## src/rtl/flaf_pkg.sv

```systemverilog
// Shared types and helpers for the functional-link adaptive filter blocks.
package flaf_pkg;

    localparam int DEFAULT_WIDTH = 16;
    localparam int DEFAULT_QP    = 12;

    typedef enum logic [1:0] {
        IDLE,
        ISSUE,
        DRAIN
    } sched_state_t;

    // Half an LSB of the output slice, added before truncation so the slice rounds half-up.
    function automatic logic [63:0] round_const(input int qp, input int shift);
        return 64'd1 << (qp + shift - 1);
    endfunction

endpackage

```

## src/rtl/wupd_mac.sv

```systemverilog
// Registered multiply-round-slice stage: inc_r <= round(x * mu) in the Q format.
module wupd_mac
    import flaf_pkg::*;
#(
    parameter int WIDTH = DEFAULT_WIDTH,
    parameter int QP    = DEFAULT_QP,
    parameter int SHIFT = 0
) (
    input  logic                    clk,
    input  logic                    reset,
    input  logic                    en,
    input  logic signed [WIDTH-1:0] x,
    input  logic signed [WIDTH-1:0] mu,
    output logic signed [WIDTH-1:0] inc_r
);

    localparam logic signed [2*WIDTH-1:0] RND = (2*WIDTH)'(round_const(QP, SHIFT));

    logic signed [2*WIDTH-1:0] full;
    logic signed [WIDTH-1:0]   inc_next;

    // Full-precision product plus rounding constant, then an arithmetic shift keeps the slice.
    always_comb begin
        full     = (2*WIDTH)'(x) * (2*WIDTH)'(mu) + RND;
        inc_next = WIDTH'(full >>> (QP + SHIFT));
    end

    // Capture the increment only when a valid feature is on x.
    always_ff @(posedge clk) begin
        if (reset) begin
            inc_r <= '0;
        end else if (en) begin
            inc_r <= inc_next;
        end
    end

endmodule

```

## src/rtl/flaf_wupd_sched.sv

```systemverilog
// Weight-update scheduler: one pass per start walks all taps through a shared MAC,
// applying w[i] += round(x[i] * mu_error) to the internal weight bank.
module flaf_wupd_sched
    import flaf_pkg::*;
#(
    parameter int WIDTH = DEFAULT_WIDTH,
    parameter int QP    = DEFAULT_QP,
    parameter int SHIFT = 0,
    parameter int TAPS  = 8,
    parameter int AW    = $clog2(TAPS)
) (
    input  logic                    clk,
    input  logic                    reset,
    input  logic                    start,
    input  logic signed [WIDTH-1:0] mu_error,
    output logic        [AW-1:0]    x_addr,
    input  logic signed [WIDTH-1:0] x_data,
    input  logic        [AW-1:0]    w_rd_addr,
    output logic signed [WIDTH-1:0] w_rd_data,
    output logic                    busy,
    output logic                    done
);

    localparam logic [AW-1:0] LAST_TAP = AW'(TAPS - 1);

    sched_state_t            state;
    sched_state_t            state_next;
    logic                    accept;
    logic                    issue;
    logic                    drain_last;
    logic signed [WIDTH-1:0] mu_r;
    logic                    p1_valid;
    logic                    p2_valid;
    logic [AW-1:0]           p1_tap;
    logic [AW-1:0]           p2_tap;
    logic signed [WIDTH-1:0] inc_r;
    logic signed [WIDTH-1:0] weights [TAPS];

    // Next-state logic: accept start only in IDLE, issue one tap per cycle, drain two cycles.
    always_comb begin
        state_next = state;
        accept     = 1'b0;
        issue      = 1'b0;
        unique case (state)
            IDLE: begin
                if (start) begin
                    accept     = 1'b1;
                    state_next = ISSUE;
                end
            end
            ISSUE: begin
                issue = 1'b1;
                if (x_addr == LAST_TAP) begin
                    state_next = DRAIN;
                end
            end
            DRAIN: begin
                if (drain_last) begin
                    state_next = IDLE;
                end
            end
            default: state_next = IDLE;
        endcase
    end

    // State register.
    always_ff @(posedge clk) begin
        if (reset) begin
            state <= IDLE;
        end else begin
            state <= state_next;
        end
    end

    // Control registers: latched step, tap address (held outside ISSUE), drain phase and done pulse.
    always_ff @(posedge clk) begin
        if (reset) begin
            mu_r       <= '0;
            x_addr     <= '0;
            drain_last <= 1'b0;
            done       <= 1'b0;
        end else begin
            done       <= (state == DRAIN) && drain_last;
            drain_last <= (state == DRAIN) && !drain_last;
            if (accept) begin
                mu_r   <= mu_error;
                x_addr <= '0;
            end else if (issue && (x_addr != LAST_TAP)) begin
                x_addr <= x_addr + AW'(1);
            end
        end
    end

    // Tap tags follow the data through the feature read and the MAC register.
    always_ff @(posedge clk) begin
        if (reset) begin
            p1_valid <= 1'b0;
            p2_valid <= 1'b0;
            p1_tap   <= '0;
            p2_tap   <= '0;
        end else begin
            p1_valid <= issue;
            p1_tap   <= x_addr;
            p2_valid <= p1_valid;
            p2_tap   <= p1_tap;
        end
    end

    wupd_mac #(
        .WIDTH (WIDTH),
        .QP    (QP),
        .SHIFT (SHIFT)
    ) u_mac (
        .clk   (clk),
        .reset (reset),
        .en    (p1_valid),
        .x     (x_data),
        .mu    (mu_r),
        .inc_r (inc_r)
    );

    // Weight bank: wrapping accumulate of the registered increment into the tagged tap.
    always_ff @(posedge clk) begin
        if (reset) begin
            for (int i = 0; i < TAPS; i++) begin
                weights[i] <= '0;
            end
        end else if (p2_valid) begin
            weights[p2_tap] <= weights[p2_tap] + inc_r;
        end
    end

    assign w_rd_data = weights[w_rd_addr];
    assign busy      = (state != IDLE);

endmodule
```

## config.mk

```make
export PLATFORM = sky130hd
export DESIGN_NAME = flaf_wupd_sched
export DESIGN_NICKNAME = d
export VERILOG_FILES = /design/src/rtl/flaf_pkg.sv /design/src/rtl/wupd_mac.sv /design/src/rtl/flaf_wupd_sched.sv
export SDC_FILE = /design/constraint.sdc
export NUM_CORES = 1
export LEC_CHECK = 0
export ABC_AREA = 1
export BUFFER_PORTS_ARGS = -buffer_cell sky130_fd_sc_hd__buf_4
export CAP_MARGIN = 10
export CORE_AREA = 2 2 219 221
export CTS_BUF_LIST = sky130_fd_sc_hd__clkbuf_4 sky130_fd_sc_hd__clkbuf_8
export DETAILED_ROUTE_END_ITERATION = 10
export DIE_AREA = 0 0 221 223
export PLACE_DENSITY = 0.52
export SLEW_MARGIN = 30
export SYNTH_ARGS = -nofsm -noshare
export SYNTH_HDL_FRONTEND = slang
export SYNTH_SLANG_ARGS = --single-unit
export TNS_END_PERCENT = 20
```

## constraint.sdc

```tcl
create_clock -name clk -period 17.05 [get_ports clk]
set_input_delay 0.8525 -clock clk [delete_from_list [all_inputs] [get_ports clk]]
set_output_delay 0.8525 -clock clk [all_outputs]
set_load 0.01 [all_outputs]
```

# Yosys cells after proc, flatten, opt, wreduce, memory -nomap -nowiden
# Memories as Yosys holds them, arrays and structs flattened. A register that Yosys moved wholly into a read port is not among the register bits.
# Index checks and enable logic that the tools add are counted.
[totals]
in_bits = 38
reg_bits = 47
out_inout_bits = 21
mem_bits_rw = 128
memories = 1
word_cells = 47
[mem_list]
columns = ["name", "depth", "width", "read_ports", "rd_clocked_by_memory_dff", "write_ports", "line", "rtl"]
rows = [
  ["weights", 8, 16, 2, 1, 8, "flaf_wupd_sched.sv:37", "logic signed [WIDTH-1:0] weights [TAPS];"],
]
[op_classes]
n_addsub = 3
eq_ne = 7
muxes = 16
multipliers = 1
n_reduce_logical = 9
[op_table]
columns = ["op", "n"]
rows = [
  ["$add 28x13->28 const B", 1],
  ["$mul 16x16->28", 1],
  ["$add 16x16->16", 1],
  ["$mux 16", 1],
  ["$reduce_or 16->1", 1],
  ["$mux 1", 9],
  ["$mux 2", 3],
  ["$mux 3", 2],
  ["$ne 2x2->1 const B", 3],
  ["$pmux 2 s3", 1],
  ["$add 3x1->3 const B", 1],
  ["$eq 3x3->1 const B", 1],
  ["$logic_and 1x1->1", 3],
  ["$ne 3x3->1 const B", 1],
  ["$reduce_and 3->1", 1],
  ["$eq 2x1->1 const B", 1],
  ["$eq 2x2->1 const B", 1],
  ["$logic_not 2->1", 1],
  ["$reduce_bool 2->1", 1],
  ["$reduce_or 2->1", 1],
  ["$logic_not 1->1", 1],
]

# Logic depth before layout (Yosys ltp)
# Gate-level depths: netlist of run 1.
[depth]
ltp_word = 5
ltp_mapped = 31
mapped_depth_nobuf = 29

# By module
# Synthesis of run 1 repeated with hierarchy kept, for this count alone.
[unflattened]
hier_cells = 2341
hier_area_um2 = 18515.3
[modules_own_cells]
columns = ["module", "cells_per_inst", "area_per_inst_um2", "instances", "seq_area_each_um2"]
rows = [
  ["wupd_mac", 1381, 10105.9, 1, 320.3],
  ["flaf_wupd_sched", 960, 8409.3, 1, 4464.3],
]

# Worst setup path before layout of run 1
# No wires, ideal clock.
[synth_timing]
path_kind = "input port to flip-flop"
from = "input port x_data[15]"
to = "register u_mac.inc_r[15]"
path_buffers = 1
setup_ns = 0.109
arrival_time_ns = 5.831
cell_stages = 24
slack_ns = 11.110
t_required_ns = 16.941
cell_sequence = "clkbuf_1 nand2_1 fa_1 inv_1 fa_1 inv_1 fa_1 fa_1 fa_1 fa_1 inv_1 ha_1 nand2_1 nor2_1 inv_1 nor2_1 and3_1 nand2_1 nand2_1 inv_1 nand2_1 nand3_1 nand2_1 inv_1"
[synth_via]
elab_chain_cells = 2
[synth_rtl]
columns = ["element", "line", "rtl"]
rows = [
  ["start, declared", "flaf_wupd_sched.sv:17", "input logic signed [WIDTH-1:0] x_data,"],
  ["$mul 16x16->28", "wupd_mac.sv:24", "full = (2*WIDTH)'(x) * (2*WIDTH)'(mu) + RND;"],
  ["$add 28x13->28", "wupd_mac.sv:24", ""],
  ["end signal, assigned", "wupd_mac.sv:33", "inc_r <= inc_next;"],
  ["end, declared", "wupd_mac.sv:14", "output logic signed [WIDTH-1:0] inc_r"],
]
# Every way passes these cells.
# A chain may end at the register's enable or synchronous reset.

# Final worst setup path of run 1
[layout_timing]
from = "register mu_r[1]"
to = "register u_mac.inc_r[15]"
[layout_via]
elab_chain_cells = 2
[layout_rtl]
columns = ["element", "line", "rtl"]
rows = [
  ["start, declared", "flaf_wupd_sched.sv:31", "logic signed [WIDTH-1:0] mu_r;"],
  ["start signal, assigned", "flaf_wupd_sched.sv:86", "mu_r <= mu_error;"],
  ["$mul 16x16->28", "wupd_mac.sv:24", ""],
  ["$add 28x13->28", "wupd_mac.sv:24", ""],
]
# Every way passes these cells.

==> results.json, run 1 <==
{
  "netSwitchingFraction": 0.517,
  "vias_per_cell": 5.09,
  "timing.fmax_ghz": 0.162,
  "yosysSeqAreaShare": 0.265,
  "die_area_um2": 49300,
  "grt_pass1_vias": 15100,
  "clockBufferDepth": 2,
  "async_reset_ff_frac": 0,
  "relSlewSlack": 0.384,
  "cpPeakStageDelay_ns": 0.81,
  "synth_top_family_by_area": "adder cells",
  "synth_area_per_cell_um2": 8.01,
  "synthXorXnorAreaFrac": 0.0100,
  "ant_nets": 0,
  "critical_path_arrival_ns": 6.65,
  "drt_iter0_markers": 964,
  "setup_viol": 0,
  "synth_area_um2": 18100,
  "ys_ff_latch": 175,
  "io_pins": 59,
  "antenna_found_initial": 0,
  "cts_buffers": 17,
  "num-fill-cells": 4845,
  "track_usage": 0.225,
  "crit_type": "flop to flop",
  "p_leak_nw": 9.65,
  "whs_endpoint": "p2_tap[1]",
  "drive_gt1_frac": 0.0589,
  "yosysWarnings": 0,
  "grt_max_degree": 63,
  "routabilityCongestion": 0.883,
  "synth_ff_type": "edfxtp_1",
  "path_buf_inv": 6,
  "synth-compound-area-share": 0.101,
  "r2r_cells": 23,
  "die_w_um": 221,
  "cpMaxStageDelayCell": "dfxtp_1",
  "h-tree-depth": 4,
  "p_per_area_nw_per_um2": 126,
  "grt_pass1_wl_mm": 84.8,
  "numClockSinks": 175,
  "core_um2": 47100,
  "yosys.cell_types.count": 43,
  "setup_tns_ns": 0,
  "vdd_ir_drop_max_uv": 71.5,
  "p_switching_mw": 1.27,
  "cts_tree": "yes",
  "fin_util": 0.413,
  "reg2reg_slack_ns": 10.86,
  "slew_violations": 0,
  "synth_nets": 2611,
  "overflow": 0,
  "clockRootBuffer": "clkbuf_8",
  "cp_cell_sequence": "nand2_1 -> fa_1 -> inv_1 -> fa_1 -> inv_1 -> fa_1 -> fa_1 -> fa_1 -> fa_1 -> inv_1 -> ha_1 -> nand2_1 -> nor2_1 -> inv_1 -> nor2_1 -> and3_1 -> nand2_1 -> nand2_1 -> inv_1 -> nand2_1 -> nand3_1 -> nand2_1 -> inv_1",
  "synth-simple-area-share": 0.179,
  "postSynthCellCount": 2254,
  "ys_top_cells_by_count": "506 x inv_1, 443 x nand2_1, 284 x nor2_1, 230 x fa_1, 128 x edfxtp_1",
  "hold_violations": 0,
  "drc": 0,
  "rows": 80,
  "seqCellArea_um2": 4780,
  "synth_mux_area_frac": 0,
  "cap_violations": 0,
  "tightest_slew_ns": 0.921,
  "rr_endpoint": "u_mac.inc_r[15]",
  "dr.pass1.iters": 5,
  "wl_mm": 53.6,
  "cp-end-kind": "flop",
  "p_comb_frac": 0.663,
  "synth_top_area_frac": 0.255,
  "cpLargestDelayFamily": "adder cells",
  "synth_edf_count": 128,
  "die_h_um": 223,
  "whs_path_depth": 2,
  "hp-class": "flop to flop",
  "post-synth-top-area-cell": "fa_1",
  "p_clk_frac": 0.131,
  "dp_hpwl_mm": 39.6,
  "dr_total_vias": 14600,
  "synth-adder-area-share": 0.317,
  "status": "finished, final reports clean",
  "rsz0062_at_grt": "no",
  "path_clk_slew_ns": 0.10,
  "intPower_mw": 1.18,
  "portBuffers": 58,
  "r2r-start": "mu_r[1]",
  "clk_latency_ns": 0.57,
  "path_max_fanout": 16,
  "wire_per_inst_um": 18.7,
  "timing.final.crit_share": 0.363,
  "yosysMostFrequentCell": "inv_1",
  "cts_hold_buf": 0,
  "start_util": 0.383,
  "multi_input_area_um2": 11000,
  "area.growth.synth_to_final_pct": 7.81,
  "fin_worst_skew_ns": 0.0207,
  "period_needed_ns": 6.19,
  "seq_power_share": 0.206,
  "critPathRequiredTime_ns": 17.51,
  "nNetsFinal": 2603,
  "hp-start": "p1_tap[1]",
  "ys_top_cells_by_area": "fa_1 26%, edfxtp_1 21%, inv_1 11%",
  "start_kind": "flop",
  "cts.repair.resized": 0,
  "post_cts_buffers": 0
}
-- per-stage QoR --
step	cell area, µm²	hold slack (ns)	std cells	worst slack [ns]	total power [mW]
after CTS	19500	0.411	2874	10.82	2.48
final	19500	0.410	2875	10.86	2.45
after global routing	19500	0.425	2874	10.42	2.75
after detailed placement	19000	0.394	2842	10.70	2.15
after floorplan	18100	0.388	2254	11.11	1.72
after global placement	19000	0.396	2842	10.75	2.15
-- placed cells by master, fill, tap and decap left out, types with 18 or more instances in the layout --
master | Yosys | layout
inv_1 | 506 | 506
nand2_1 | 443 | 436
nor2_1 | 284 | 284
fa_1 | 230 | 230
edfxtp_1 | 128 | 128
o21ai_0 | 115 | 115
ha_1 | 89 | 89
a21oi_1 | 82 | 82
buf_4 | 0 | 77
nand3_1 | 54 | 54
dfxtp_1 | 47 | 47
a221oi_1 | 18 | 18
a31oi_1 | 18 | 18
-- layer usage --
metal  track usage  wire, µm  part of all wire
met1         0.286     23300              0.44
met2         0.393     26400              0.49
met3        0.0319      2550             0.048
met4        0.0747      1350             0.025
met5             0         0                 0
-- kinds of logic (layout without fill, tap and decap cells) --
kind of cell,count (synthesis),count (layout)
and+or+nand+nor,814,814
AOI/OAI and AO/OA,309,309
other,0,1
buffers and inverters,618,623
DFF,175,175
adders and majority gates,319,319
xor gates and xnor gates,19,19
-- state kept, by name, indices dropped and copies added, names as in the netlist --
signal / cells
state: 2
u_mac.inc_r: 16
drain_last: 1
p2_valid: 1
done: 1
mu_r: 16
weights: 128
x_addr: 3
p1_tap: 3
p1_valid: 1
p2_tap: 3
-- worst register-to-register path, delay by kind of cell (launching register included) --
family	cells	cell delay, ns
adders and majority gates	7	3.68
DFF	1	0.81
buffers and inverters	6	0.47
and+or+nand+nor	10	1.14
-- how the worst max path moves through the flow --
stage,startpoint,endpoint,slack [ns],cells past startpoint
after floorplan,x_data[15],u_mac.inc_r[15],11.11,24
after global placement,x_data[15],u_mac.inc_r[15],10.75,24
after detailed placement,x_data[15],u_mac.inc_r[15],10.70,24
after CTS,mu_r[1],u_mac.inc_r[15],10.82,23
after global routing,mu_r[1],u_mac.inc_r[15],10.42,23
final,mu_r[1],u_mac.inc_r[15],10.86,23
-- power by group through the flow --
stage	registers, mW	logic (mW)	clock network, mW
finish	0.505	1.63	0.320
detailed placement	0.515	1.64	0
floorplan	0.495	1.23	0
global placement	0.515	1.63	0
global route	0.508	1.90	0.342
CTS	0.505	1.65	0.329
-- final cells by class --
cell class / instances / area share
inverter: 514 / 0.0991
sequential: 175 / 0.246
clock buffer: 17 / 0.0120
timing repair buffer: 77 / 0.0297
antenna: 1 / 0.000129
tap: 615 / 0.0395
multi-input combinational: 1461 / 0.564
clock inverter: 15 / 0.00971
Power figures use the tool's default switching activity.
==> run 2, diff against run 1 <==
- clock period: 17.05 -> 6.2 ns (I/O delays scaled with it)
==> run 2 against run 1 <==
Effect of this change: combinational power rose to 2.8 times the previous value; first-iteration DRC count up 13%; sequential power rose to 2.7 times the previous value; sequential share of layout area down 0.19 points; worst hold slack worse by 0.36 ns; setup slack worse by 10 ns; clock skew up 0.0014 ns; clock power rose to 2.7 times the previous value; non-clock buffer count up 19; highest routed layer unchanged.
==> results.json, run 2 (same netlist as run 1, synthesis figures left out) <==
{
  "top_register": "weights",
  "cts_buffers": 17,
  "largest_reg_flops": 128,
  "p_switching_mw": 3.55,
  "hp-class": "input port to flop",
  "period_needed_ns": 5.81,
  "timing.fmax_ghz": 0.172,
  "dp.cells": 2851,
  "endpoint": "u_mac.inc_r[8]",
  "setup_viol": 0,
  "die_area_um2": 49300,
  "fin_ws_ns": 0.390,
  "reg2reg_slack_ns": 0.39,
  "path_clk_slew_ns": 0.11,
  "r2r_cells": 19,
  "cap_violations": 0,
  "die_w_um": 221,
  "antenna_found_initial": 0,
  "vdd_ir_drop_max_uv": 229,
  "h-tree-depth": 4,
  "cp-end-kind": "flop",
  "dr_total_vias": 14700,
  "path_max_fanout": 17,
  "top_regs": "weights (128), mu_r (16), u_mac.inc_r (16)",
  "timing.final.crit_share": 0.937,
  "wire_per_inst_um": 18.8,
  "p_per_area_nw_per_um2": 350,
  "critPathRequiredTime_ns": 6.66,
  "p_clk_frac": 0.128,
  "status": "finished, final reports clean",
  "cts.repair.resized": 0,
  "pre_cts_slack_ns": 0.402,
  "grt_pass1_vias": 15500,
  "nNetsFinal": 2622,
  "dp_hpwl_mm": 40.3,
  "crit_path_start": "mu_r[3]",
  "portBuffers": 58,
  "final_area_um2": 19600,
  "clockBufferDepth": 2,
  "r2r-start": "mu_r[3]",
  "ant_nets": 0,
  "grt_pass1_wl_mm": 86.3,
  "dpl_cell_area_um2": 19100,
  "clockRootBuffer": "clkbuf_8",
  "routabilityCongestion": 0.865,
  "overflow": 0,
  "crit_type": "flop to flop",
  "wl_mm": 54.3,
  "drive_gt1_frac": 0.0624,
  "rsz0062_at_grt": "no",
  "layout_common_cells": "506 x inv_1, 435 x nand2_1, 284 x nor2_1, 230 x fa_1, 128 x edfxtp_1",
  "relSlewSlack": 0.338,
  "drc": 0,
  "tightest_slew_ns": 0.991,
  "vias_per_cell": 5.09,
  "numClockSinks": 175,
  "post_cts_buffers": 0,
  "hold-worst-slack_ns": 0.0479,
  "track_usage": 0.228,
  "io_pins": 59,
  "intPower_mw": 3.33,
  "core_um2": 47100,
  "rr_endpoint": "u_mac.inc_r[8]",
  "start_util": 0.383,
  "setup_tns_ns": 0,
  "critical_path_arrival_ns": 6.27,
  "area.growth.synth_to_final_pct": 8.63,
  "hold_violations": 0,
  "slew_violations": 0,
  "p_comb_frac": 0.671,
  "clk_latency_ns": 0.56,
  "fin_cells": 2893,
  "cts_tree": "yes",
  "dr.pass1.iters": 6,
  "seq_power_share": 0.201,
  "fin_util": 0.416,
  "drt_iter0_markers": 1093,
  "netSwitchingFraction": 0.516,
  "grt_max_degree": 63,
  "start_kind": "flop",
  "layout_commonest_cell": "inv_1",
  "hp-start": "mu_error[3]",
  "p_leak_nw": 9.74,
  "die_h_um": 223,
  "fin_worst_skew_ns": 0.0221,
  "rows": 80,
  "finalPower_mw": 6.87
}
-- run 2: cell type report --
type                    count  area, µm²
clock inverters            13        160
inverters                 514       1930
repair buffers             96        746
diodes                      1       2.50
flip-flops and latches    175       4780
clock buffers              18        241
multi-input cells        1461      11000
well taps                 615        769
fillers                  4853      27500
-- run 2: critical path, cell delays in order, from the launching register on --
cell	delay, ns
dfxtp_1	0.76
nand2_1	0.16
fa_1	0.58
inv_1	0.13
fa_1	0.52
fa_1	0.45
fa_1	0.50
fa_1	0.49
inv_1	0.05
fa_1	0.47
inv_1	0.04
ha_1	0.34
a21oi_1	0.21
o21ai_0	0.17
a21oi_1	0.29
nand3_1	0.12
nand2_1	0.08
nand3_1	0.15
o211ai_1	0.14
inv_1	0.05
-- run 2: worst min-delay path by stage --
stage          cells after the start  slack, ns        end
2_1_floorplan                      2       0.39  p2_tap[0]
3_3_place_gp                       2       0.39  p2_tap[1]
3_5_place_dp                       2       0.39  p2_tap[0]
4_1_cts                            3      0.007    mu_r[1]
5_1_grt                            3       0.03    mu_r[1]
6_report                           3       0.05    mu_r[3]
-- run 2: repair_timing --
action | 4_1_cts | 5_1_grt
setup endpoints to repair | 0 | 0
hold buffers | 10 | 0
hold endpoints to repair | 10 | 0
-- run 2: power groups by stage --
stage / clock network [mW] / registers [mW] / logic (mW)
floorplan: 0 / 1.36 / 3.37
global placement: 0 / 1.41 / 4.61
detailed placement: 0 / 1.41 / 4.62
CTS: 0.901 / 1.38 / 4.65
global route: 0.936 / 1.39 / 5.28
finish: 0.878 / 1.38 / 4.61
-- run 2: layer usage --
metal / share of wire / global-route usage / vias up
li1: - / - / 6941
met1: 0.44 / 0.300 / 7325
met2: 0.49 / 0.396 / 380
met3: 0.042 / 0.0288 / 80
met4: 0.021 / 0.0634 / 0
met5: 0 / 0 / -
==> run 3, diff against run 2 <==
- CELL_PAD_IN_SITES_DETAIL_PLACEMENT: unset -> 2
- CELL_PAD_IN_SITES_GLOBAL_PLACEMENT: unset -> 2
- PLACE_DENSITY: 0.52 -> 0.79
==> run 3 against run 2 <==
Effect of this change: critical path depth up 2; largest cell class unchanged; highest routed layer unchanged; total power up 2.2%; critical path type unchanged; design area up 0.13%.
==> results.json, run 3 (same netlist as run 1, synthesis figures left out) <==
{
  "grt_pass1_vias": 18200,
  "dr.pass1.iters": 5,
  "whs_path_depth": 3,
  "critical_path_arrival_ns": 6.30,
  "dpl_cell_area_um2": 19100,
  "r2r_cells": 21,
  "fin_worst_skew_ns": 0.0377,
  "hold-worst-slack_ns": 0.0596,
  "hp-start": "mu_error[5]",
  "vdd_ir_drop_max_uv": 257,
  "layout_commonest_cell": "inv_1",
  "p_per_area_nw_per_um2": 358,
  "path_clk_slew_ns": 0.12,
  "vias_per_cell": 5.32,
  "drive_gt1_frac": 0.0678,
  "rr_endpoint": "u_mac.inc_r[7]",
  "fin_ws_ns": 0.346,
  "wl_mm": 67.0,
  "drt_iter0_markers": 722,
  "largest_reg_flops": 128,
  "ant_nets": 0,
  "fin_cells": 2902,
  "critPathRequiredTime_ns": 6.65,
  "die_area_um2": 49300,
  "relSlewSlack": 0.355,
  "post_cts_buffers": 0,
  "die_w_um": 221,
  "dp_hpwl_mm": 52.0,
  "setup_tns_ns": 0,
  "setup_viol": 0,
  "numClockSinks": 175,
  "start_util": 0.383,
  "cp_cell_sequence": "buf_4 -> nand2_1 -> fa_1 -> fa_1 -> inv_1 -> fa_1 -> fa_1 -> fa_1 -> inv_1 -> fa_1 -> inv_1 -> ha_1 -> nand2_1 -> o21ai_0 -> a21oi_1 -> nand2_1 -> nand2_1 -> nand3_1 -> nand2_1 -> nor2_1 -> nor2_1",
  "cpPeakStageDelay_ns": 0.58,
  "cts_tree": "yes",
  "final_area_um2": 19600,
  "hold_violations": 0,
  "cap_violations": 0,
  "dr_total_vias": 15500,
  "dp.cells": 2859,
  "crit_type": "flop to flop",
  "track_usage": 0.280,
  "path_max_fanout": 5,
  "cp-end-kind": "flop",
  "antenna_found_initial": 0,
  "top_regs": "weights (128), mu_r (16), u_mac.inc_r (16)",
  "pre_cts_slack_ns": 0.0732,
  "period_needed_ns": 5.85,
  "wire_per_inst_um": 23.1,
  "rsz0062_at_grt": "no",
  "drc": 0,
  "crit_top_cell": "fa_1",
  "timing.final.crit_share": 0.944,
  "hp-class": "input port to flop",
  "cpMaxStageDelayCell": "fa_1",
  "timing.fmax_ghz": 0.171,
  "portBuffers": 58,
  "r2r-start": "mu_r[1]",
  "nNetsFinal": 2631,
  "die_h_um": 223,
  "tightest_slew_ns": 0.965,
  "reg2reg_slack_ns": 0.35,
  "core_um2": 47100,
  "area.growth.synth_to_final_pct": 8.77,
  "whs_endpoint": "mu_r[5]",
  "overflow": 0,
  "top_register": "weights",
  "slew_violations": 0,
  "p_leak_nw": 9.75,
  "start_kind": "flop",
  "layout_common_cells": "506 x inv_1, 436 x nand2_1, 284 x nor2_1, 229 x fa_1, 128 x edfxtp_1",
  "grt_pass1_wl_mm": 104,
  "grt_max_degree": 68,
  "clk_latency_ns": 0.59,
  "h-tree-depth": 4,
  "clockBufferDepth": 2,
  "routabilityCongestion": 0.858,
  "cts_buffers": 17,
  "rows": 80,
  "clockRootBuffer": "clkbuf_8",
  "status": "finished, final reports clean",
  "io_pins": 59
}
[run 3: changes by cell type in the layout (fill, tap and decap cells not counted), sizes merged]
cell / before / now
inv: 516 / 515
dlygate4sd3: 10 / 11
bufinv: 2 / 1
buf: 86 / 94
clkinvlp: 0 / 3
clkinv: 9 / 7
clkbuf: 18 / 19
[run 3: critical path, delay by kind of cell (launching register included)]
family,cells,cell delay (ns)
buffers and inverters,4,0.36
and+or+nand+nor,8,0.80
adders and majority gates,7,3.50
DFF,1,0.49
AOI/OAI and AO/OA,2,0.57
[run 3: timing repair]
action / in CTS / in global routing
resized for setup: 0 / 7
hold buffers: 11 / 0
hold endpoints to repair: 11 / 0
setup endpoints to repair: 0 / 7
[run 3: worst max-delay path by stage]
stage / startpoint / endpoint / cells past startpoint
2_1_floorplan: mu_r[5] / u_mac.inc_r[15] / 25
3_3_place_gp: mu_r[8] / u_mac.inc_r[7] / 22
3_5_place_dp: mu_r[8] / u_mac.inc_r[11] / 22
4_1_cts: mu_r[8] / u_mac.inc_r[7] / 22
5_1_grt: mu_r[1] / u_mac.inc_r[7] / 21
6_report: mu_r[1] / u_mac.inc_r[7] / 21
[run 3: final cells by class]
cell class              instances  area, µm²
well taps                     615        769
multi-input cells            1461      11000
flip-flops and latches        175       4790
repair buffers                105        816
fillers                      5387      27500
clock inverters                12        113
clock buffers                  19        249
inverters                     514       1930
diodes                          1       2.50
[run 3: metrics by stage]
step	utilization	total power [mW]
2_1_floorplan	-	4.73
3_3_place_gp	0.406	5.98
3_5_place_dp	0.406	6.28
4_1_cts	0.416	7.14
5_1_grt	0.417	7.84
6_report	0.417	7.03
[run 3: routing by layer]
metal	vias up	global-route usage	routed length [µm]
met5	-	0	0
met4	0	0.0972	1850
met3	118	0.0356	1870
met2	287	0.537	36100
met1	8079	0.317	27100
li1	6968	-	-
[run 3: where the power goes]
group          total [mW]  switching, mW  internal (mW)
clock network       0.829          0.503          0.326
registers            1.38         0.0662           1.31
logic                4.82           3.14           1.68
